File: src/rtl/ahb_lite_master.sv
// AHB-Lite single-transfer master: turns one local command at a time into a
// 64-bit SINGLE/NONSEQ bus transfer and reports status, read data and wait count.
// Ports: HCLK/HRESET (sync, active-high); cmd_* request side (cmd_ready only in IDLE);
//   rsp_* one-cycle completion pulse; H* AHB-Lite master outputs and slave inputs.
module ahb_lite_master (
  input  logic        HCLK,
  input  logic        HRESET,
  input  logic        cmd_valid,
  output logic        cmd_ready,
  input  logic        cmd_write,
  input  logic [31:0] cmd_addr,
  input  logic [63:0] cmd_wdata,
  output logic        rsp_valid,
  output logic        rsp_error,
  output logic [63:0] rsp_rdata,
  output logic [7:0]  rsp_waits,
  output logic [31:0] HADDR,
  output logic        HWRITE,
  output logic [1:0]  HTRANS,
  output logic [2:0]  HSIZE,
  output logic [2:0]  HBURST,
  output logic [3:0]  HPROT,
  output logic        HMASTLOCK,
  output logic [63:0] HWDATA,
  input  logic        HREADY,
  input  logic        HRESP,
  input  logic [63:0] HRDATA
);

  typedef enum logic [1:0] {S_IDLE, S_ADDR, S_DATA, S_ERR} state_t;

  localparam logic [1:0] TRANS_IDLE   = 2'b00;
  localparam logic [1:0] TRANS_NONSEQ = 2'b10;

  state_t      state_q, state_d;
  logic [1:0]  htrans_q, htrans_d;
  logic [31:0] haddr_q, haddr_d;
  logic        hwrite_q, hwrite_d;
  logic [63:0] wdata_q, wdata_d;
  logic [63:0] hwdata_q, hwdata_d;
  logic        rsp_valid_q, rsp_valid_d;
  logic        rsp_error_q, rsp_error_d;
  logic [63:0] rsp_rdata_q, rsp_rdata_d;
  logic [7:0]  waits_q, waits_d;
  logic [7:0]  waits_inc;
  logic        cmd_aligned;

  assign cmd_aligned = (cmd_addr[2:0] == 3'b000);
  // Wait counter sticks at 255 rather than wrapping.
  assign waits_inc   = (waits_q == 8'hFF) ? waits_q : waits_q + 8'd1;

  // State register
  always_ff @(posedge HCLK) begin
    if (HRESET) state_q <= S_IDLE;
    else        state_q <= state_d;
  end

  // Next-state logic
  always_comb begin
    state_d = state_q;
    case (state_q)
      S_IDLE: if (cmd_valid && cmd_aligned) state_d = S_ADDR;
      S_ADDR: if (HREADY) state_d = S_DATA;
      // HREADY=1 completes (OK or error); a first-cycle error response parks in ERR.
      S_DATA: begin
        if (HREADY)     state_d = S_IDLE;
        else if (HRESP) state_d = S_ERR;
      end
      S_ERR:  if (HREADY) state_d = S_IDLE;
      default: state_d = S_IDLE;
    endcase
  end

  // Output / datapath next values
  always_comb begin
    htrans_d    = htrans_q;
    haddr_d     = haddr_q;
    hwrite_d    = hwrite_q;
    wdata_d     = wdata_q;
    hwdata_d    = hwdata_q;
    rsp_valid_d = 1'b0;
    rsp_error_d = rsp_error_q;
    rsp_rdata_d = rsp_rdata_q;
    waits_d     = waits_q;
    case (state_q)
      S_IDLE: begin
        if (cmd_valid) begin
          waits_d = 8'd0;
          if (!cmd_aligned) begin
            // Misaligned: answer locally, never touch the bus.
            rsp_valid_d = 1'b1;
            rsp_error_d = 1'b1;
          end else begin
            htrans_d = TRANS_NONSEQ;
            haddr_d  = cmd_addr;
            hwrite_d = cmd_write;
            wdata_d  = cmd_wdata;
          end
        end
      end
      S_ADDR: begin
        if (HREADY) begin
          htrans_d = TRANS_IDLE;
          if (hwrite_q) hwdata_d = wdata_q;
        end
      end
      S_DATA: begin
        if (HREADY) begin
          rsp_valid_d = 1'b1;
          rsp_error_d = HRESP;
          if (!HRESP && !hwrite_q) rsp_rdata_d = HRDATA;
        end else begin
          waits_d = waits_inc;
        end
      end
      S_ERR: begin
        if (HREADY) begin
          rsp_valid_d = 1'b1;
          rsp_error_d = 1'b1;
        end else begin
          waits_d = waits_inc;
        end
      end
      default: ;
    endcase
  end

  always_ff @(posedge HCLK) begin
    if (HRESET) begin
      htrans_q    <= TRANS_IDLE;
      haddr_q     <= 32'd0;
      hwrite_q    <= 1'b0;
      wdata_q     <= 64'd0;
      hwdata_q    <= 64'd0;
      rsp_valid_q <= 1'b0;
      rsp_error_q <= 1'b0;
      rsp_rdata_q <= 64'd0;
      waits_q     <= 8'd0;
    end else begin
      htrans_q    <= htrans_d;
      haddr_q     <= haddr_d;
      hwrite_q    <= hwrite_d;
      wdata_q     <= wdata_d;
      hwdata_q    <= hwdata_d;
      rsp_valid_q <= rsp_valid_d;
      rsp_error_q <= rsp_error_d;
      rsp_rdata_q <= rsp_rdata_d;
      waits_q     <= waits_d;
    end
  end

  assign cmd_ready = (state_q == S_IDLE);
  assign rsp_valid = rsp_valid_q;
  assign rsp_error = rsp_error_q;
  assign rsp_rdata = rsp_rdata_q;
  assign rsp_waits = waits_q;
  assign HADDR     = haddr_q;
  assign HWRITE    = hwrite_q;
  assign HTRANS    = htrans_q;
  assign HWDATA    = hwdata_q;
  assign HSIZE     = 3'b011;
  assign HBURST    = 3'b000;
  assign HPROT     = 4'h1;
  assign HMASTLOCK = 1'b0;

endmodule

File: config.mk
export PLATFORM = sky130hd
export DESIGN_NAME = ahb_lite_master
export DESIGN_NICKNAME = d
export VERILOG_FILES = /design/src/rtl/ahb_lite_master.sv
export SDC_FILE = /design/constraint.sdc
export NUM_CORES = 1
export LEC_CHECK = 0
export CORE_ASPECT_RATIO = 1.1
export CORE_MARGIN = 2
export CORE_UTILIZATION = 35
export DETAILED_ROUTE_END_ITERATION = 10
export PLACE_DENSITY = 0.7
export SLEW_MARGIN = 20
export SYNTH_ARGS = -nofsm -noshare
export SYNTH_HDL_FRONTEND = slang
export SYNTH_SLANG_ARGS = --single-unit
File: constraint.sdc
create_clock -name HCLK -period 3.3 [get_ports HCLK]
set_clock_uncertainty 0.05 [all_clocks]
set_input_delay 0.66 -clock HCLK [delete_from_list [all_inputs] [get_ports HCLK]]
set_output_delay 0.66 -clock HCLK [all_outputs]
set_load 0.02 [all_outputs]
Word level (Yosys, flattened, before mapping). Index checks and enable logic that the tools add are counted.

ROM bits: 0. Bits in writable memories: 0. Input bits: 166. Memories kept: 0. Output and inout bits: 185. Bits in latches: 0. Bits in registers: 239. Word-level logic and storage cells: 64.

Multiply operators: 0. Bitwise gates (word level): 0. Magnitude comparators: 0. Equal/unequal tests: 14. Shift operators: 0. Mux-type cells: 22. Div/mod/pow operators: 0. Reductions and logical operators: 17. Add/sub/neg operators: 1.

Operators with widths (number): 8-bit two-way mux (3); 8-bit one-hot mux with 2 select lines (1); 2-bit two-way mux (7); 2-bit != test, second input constant (7); 4-bit AND reduction (3); 3-bit AND reduction (3); 8-bit by 1-bit adder with 8-bit output, second input constant (1); 8-bit == test, second input constant (1); 2-bit one-hot mux with 4 select lines (1); 1-bit two-way mux (7); 5-bit AND reduction (1); 2-bit == test, second input constant (2); 2-bit by 1-bit != test with 1-bit output, second input constant (2); 2-bit one-hot mux with 2 select lines (1); 2-bit nonzero test (2); 3-bit logical NOT (1); 3-bit != test, second input constant (1); 1-bit one-hot mux with 3 select lines (1); 3-bit nonzero test (1); 2-bit by 1-bit == test with 1-bit output, second input constant (1); 1-bit logical AND (2); 1-bit logical NOT (2); 2-bit logical NOT (1); 1-bit one-hot mux with 2 select lines (1); 2-bit OR reduction (1).

Logic depth before layout (Yosys ltp).
Word-level depth: 4. Mapped depth: 8. Depth with buffers taken out: 5.

Worst setup path after synthesis. OpenSTA, ideal clock, no wires.

Path kind: input port to flip-flop. Start: input port HREADY. End: register rsp_rdata_q[10], in the netlist rsp_rdata[10]. Data arrival time: 1.877 ns. Stages: 7. Path slack: 1.241 ns. Path buffers: 3. Data required time: 3.118 ns. Setup time: 0.132 ns. Cell sequence: clkbuf_1 -> nand2_1 -> or4_1 -> clkbuf_1 -> buf_2 -> nand2_1 -> a21oi_1.

Longest elaborated chain between the ends: 1.

Ends and longest elaborated chain: start, declared (RTL line 25) `input logic HREADY,`; 3-bit AND reduction (no source line); end signal, assigned (RTL line 147) `rsp_rdata_q <= rsp_rdata_d;`; end, declared (RTL line 43) `logic [63:0] rsp_rdata_q, rsp_rdata_d;`.

Every way passes these cells. A chain may end at the register's enable or synchronous reset.

Worst setup path after layout.
Start: register state_q[1]. End: output port cmd_ready.

Longest elaborated chain between the ends: 1.

Ends and longest elaborated chain: start, declared (RTL line 35) `state_t state_q, state_d;`; start signal, assigned (RTL line 55) `else state_q <= state_d;`; 2-bit logical NOT (RTL line 152) `assign cmd_ready = (state_q == S_IDLE);`; end, declared (RTL line 9) `output logic cmd_ready,`.

Every way passes these cells.

==> reports/results.md <==
| Step | Item | This run |
|---|---|---|
| power | Switch Pwr | 1.28 mW |
| grt | Global-route congestion overflow total | 0 |
| timing | RSZ-0062 raised after global routing | no |
| timing | Min cycle time layout | 2.63 ns |
| critical path | Arrival time at the worst endpoint | 1.92 ns |
| yosys | Count of flip-flops with a built-in enable after synthesis | 0 |
| yosys | Share of flip-flops with an asynchronous set or reset | 0 |
| cells and area | Post-route non-filler standard cell count | 1,694 |
| timing | Hold WS | 0.400 ns |
| floorplan | Die Height | 167 microns |
| cells and area | Final design utilization | 0.547 |
| yosys | Primary flip-flop cell chosen by synthesis mapping | sky130_fd_sc_hd__dfxtp_1 |
| drt | Average detailed-routed wire length per instance | 14.8 microns |
| cells and area | N_diodes | 0 |
| power | Share of total power in sequential cells | 0.466 |
| timing | Slew HR | 0.506 |
| min path | Min-delay worst type | flop to flop |
| yosys | Sequential fraction of the synthesis area | 0.566 |
| grt | First-pass GRT wire length | 40,000 microns |
| drt | Routed Antenna Nets | 0 |
| timing | Period utilization | 0.796 |
| power | Combinational power share | 0.062 |
| run status | Result of the run | complete, no violations |
| power | Static leakage power | 4.30 nW |
| grt | Pin count of the biggest net entering global routing | 90 |
| critical path | Critical setup path kind | flop to output port |
| place | GPL Wtd Cong | 0.768 |
| timing | Setup violations, final | 0 |
| timing | Max Freq | 0.380 GHz |
| timing | Slew at the pin with the worst max-slew slack | 0.740 ns |
| clocking | Hold buffers post-CTS | 0 |
| power | Worst-case vdd ir drop | 0.000303 V |
| drt | 1st-pass router iterations | 5 |
| cells and area | Final design area excluding fillers | 12,900 sq um |
| yosys | Most frequent cells after synthesis | sky130_fd_sc_hd__nand2_1, sky130_fd_sc_hd__dfxtp_1, sky130_fd_sc_hd__a21oi_1 |
| floorplan | DIE AREA | 25,300 sq um |
| yosys | Number of warning messages in the yosys log | 0 |
| drt | Number of vias after detailed routing | 8,042 |
| timing | Final Max Tran Viols | 0 |
| clocking | Total of cells resized after clock tree synthesis | 0 |
| clocking | CTS Buf Count | 25 |
| place | Total placed instance area | 12,000 sq um |
| cells and area | Net count reported at finish | 1,540 |
| place | Buffers added on ports | 338 |
| power | Cell Pwr Density | 485 nW/um^2 |
| yosys | Most frequent cell after synthesis | sky130_fd_sc_hd__nand2_1 |
| drt | Detailed-routed wire length on met3 | 2330 microns |
| drt | WL met1 | 9890 microns |
| yosys | Post-synthesis instance total | 1,072 |
| floorplan | Core Footprint | 23,600 sq um |
| clocking | CTS tree | done |
| yosys | Dominant combinational cell family by area after synthesis | simple AND/OR/NAND/NOR gates |
| clocking | Number of sinks handled by clock tree synthesis | 238 |
| drt | Detailed router's first-iteration violation count | 330 |
| yosys | Fraction of the mapped netlist area in compound gates | 0.150 |
| clocking | Clock slew seen by the registers of the worst setup and hold paths | 0.06 ns |
| critical path | Capturing element type of the critical path | output port |
| yosys | Synth Area in XOR/XNOR | 0.00104 |
| critical path | CP Max Fanout | 20 |
| timing | Sum of negative setup slack | 0 ns |
| clocking | Root buffer cell | sky130_fd_sc_hd__clkbuf_16 |
| drt | Final routed DRC violation total | 0 |
| floorplan | Standard-cell row count | 59 |
| timing | Final Hold Viols | 0 |
| clocking | Postcts setup bufs | 0 |
| drt | Met2 wire length | 12,000 microns |
| cells and area | Share of post-route cells with drive strength above 1 | 0.0432 |
| yosys | Share of the synthesized area in the top cell type | 0.566 |
| grt | Number of antenna violations at the first check in global routing | 0 |
| place | Detailed Place HPWL | 16,700 microns |
| drt | Total wire length after detailed routing | 25,000 microns |
| yosys | Top area cells in the synthesized netlist | sky130_fd_sc_hd__dfxtp_1, sky130_fd_sc_hd__nand2_1, sky130_fd_sc_hd__a21oi_1 |
| floorplan | I/O pin count | 351 |
| yosys | Post-synthesis area per instance | 7.85 sq um |
| critical path | Startpoint Class | flop |
| clocking | Skew-Pair Late Insertion Delay | 0.51 ns |
| yosys | Arithmetic-cell share of the synthesized area counting full adders, half adders and majority gates | 0.00149 |
| clocking | Count of H-tree levels built during CTS | 1 |
| yosys | Share of synthesized cell area in and, or, nand and nor gates | 0.230 |
| grt | Number of global-route vias before repair | 7,693 |
| yosys | Post-synthesis mux area share | 0 |
| floorplan | Effective utilization at floorplan | 0.356 |
| yosys | Count of cell types in the netlist | 36 |
| yosys | Cell taking the most area after synthesis | sky130_fd_sc_hd__dfxtp_1 |
| critical path | Required time at the worst-slack endpoint | 2.59 ns |
| grt | GRT Util Overall | 0.189 |
| floorplan | Die X | 152 microns |
| yosys | Register bit total from synthesis | 238 |
| cells and area | Area delta synth->final | 53.4% |
| power | Switching part of the total power | 0.204 |
| power | Clk pwr share | 0.472 |
| place | Inst Count DP | 1,651 |
| power | Internal power | 4.98 mW |
| yosys | Post-synthesis instance area | 8420 sq um |
| run | Number of maximum-capacitance constraint violations | 0 |
| clocking | Max Root-Sink Buffers | 3 |
| drt | Top layer in use | met4 |
| drt | Mean number of vias per cell | 4.75 |
==> per-layer routing <==
metal,GRT usage,up-vias
met2,0.325,325
met1,0.223,3620
met3,0.0585,51
li1,-,4046
met4,0.0654,0
met5,0,-
==> flip-flops by register name, summed over array words and instances, names as in the netlist <==
signal     flops
HWDATA        64
rsp_rdata     64
wdata_q       64
HADDR         32
rsp_waits      8
state_q        2
HTRANS         1
HWRITE         1
rsp_error      1
rsp_valid      1
==> kinds of logic after synthesis <==
family                     Yosys count
AOI/OAI and AO/OA                  245
DFF                                238
and+or+nand+nor                    492
xor gates and xnor gates             1
buffers and inverters               93
other                                2
adders and majority gates            1
==> power groups by stage <==
| stage | Sequential (mW) | Clock [mW] | Combinational, mW |
|---|---|---|---|
| final | 2.92 | 2.96 | 0.389 |
| after global routing | 2.92 | 3.16 | 0.419 |
| after CTS | 2.92 | 3.04 | 0.392 |
| after detailed placement | 2.98 | 0 | 0.390 |
| after global placement | 2.98 | 0 | 0.389 |
| after floorplan | 2.99 | 0 | 0.126 |
==> per-stage QoR <==
step | worst slack [ns] | power, mW
after CTS | 0.655 | 6.35
after detailed placement | 0.484 | 3.37
final | 0.672 | 6.27
after floorplan | 1.24 | 3.12
after global routing | 0.574 | 6.50
after global placement | 0.500 | 3.37
==> layout make-up <==
class / count / area (sq um)
timing repair buffer: 353 / 3600
multi-input combinational: 751 / 3290
clock buffer: 39 / 748
inverter: 4 / 15.0
fill: 2217 / 10700
sequential: 238 / 4760
tap: 305 / 382
clock inverter: 4 / 120
==> path summary, 6_finish.rpt <==
check	slack, ns	from	cells after the start	end
worst max-delay path	0.67	state_q[1]	2	cmd_ready
worst min-delay path	0.40	wdata_q[10]	2	HWDATA[10]
worst max register to register	0.91	state_q[1]	5	rsp_rdata[57]
worst min register to register	0.40	wdata_q[10]	2	HWDATA[10]
==> worst max-delay path, cell delays in order, from the launching register on <==
cell and delay (ns):
sky130_fd_sc_hd__dfxtp_1 0.74, sky130_fd_sc_hd__nor2_1 0.11, sky130_fd_sc_hd__clkdlybuf4s50_1 0.56
==> layout by cell type, fill, tap and decap left out, types with 2 or more instances in the layout <==
| cell | Yosys | final |
|---|---|---|
| sky130_fd_sc_hd__a211oi_1 | 3 | 3 |
| sky130_fd_sc_hd__a21oi_1 | 230 | 230 |
| sky130_fd_sc_hd__a31oi_1 | 3 | 3 |
| sky130_fd_sc_hd__buf_12 | 0 | 8 |
| sky130_fd_sc_hd__buf_4 | 12 | 7 |
| sky130_fd_sc_hd__bufinv_16 | 0 | 4 |
| sky130_fd_sc_hd__clkbuf_1 | 56 | 7 |
| sky130_fd_sc_hd__clkbuf_16 | 0 | 25 |
| sky130_fd_sc_hd__clkbuf_8 | 0 | 7 |
| sky130_fd_sc_hd__clkdlybuf4s50_1 | 0 | 337 |
| sky130_fd_sc_hd__conb_1 | 2 | 12 |
| sky130_fd_sc_hd__dfxtp_1 | 238 | 238 |
| sky130_fd_sc_hd__inv_1 | 4 | 4 |
| sky130_fd_sc_hd__nand2_1 | 456 | 455 |
| sky130_fd_sc_hd__nand3_1 | 7 | 6 |
| sky130_fd_sc_hd__nand4_1 | 3 | 3 |
| sky130_fd_sc_hd__nor2_1 | 9 | 9 |
| sky130_fd_sc_hd__nor3_1 | 2 | 2 |
| sky130_fd_sc_hd__nor3b_1 | 4 | 4 |
| sky130_fd_sc_hd__o211ai_1 | 2 | 2 |
| sky130_fd_sc_hd__o21ai_0 | 2 | 2 |
Note: power is estimated with default switching activity, not from simulation.
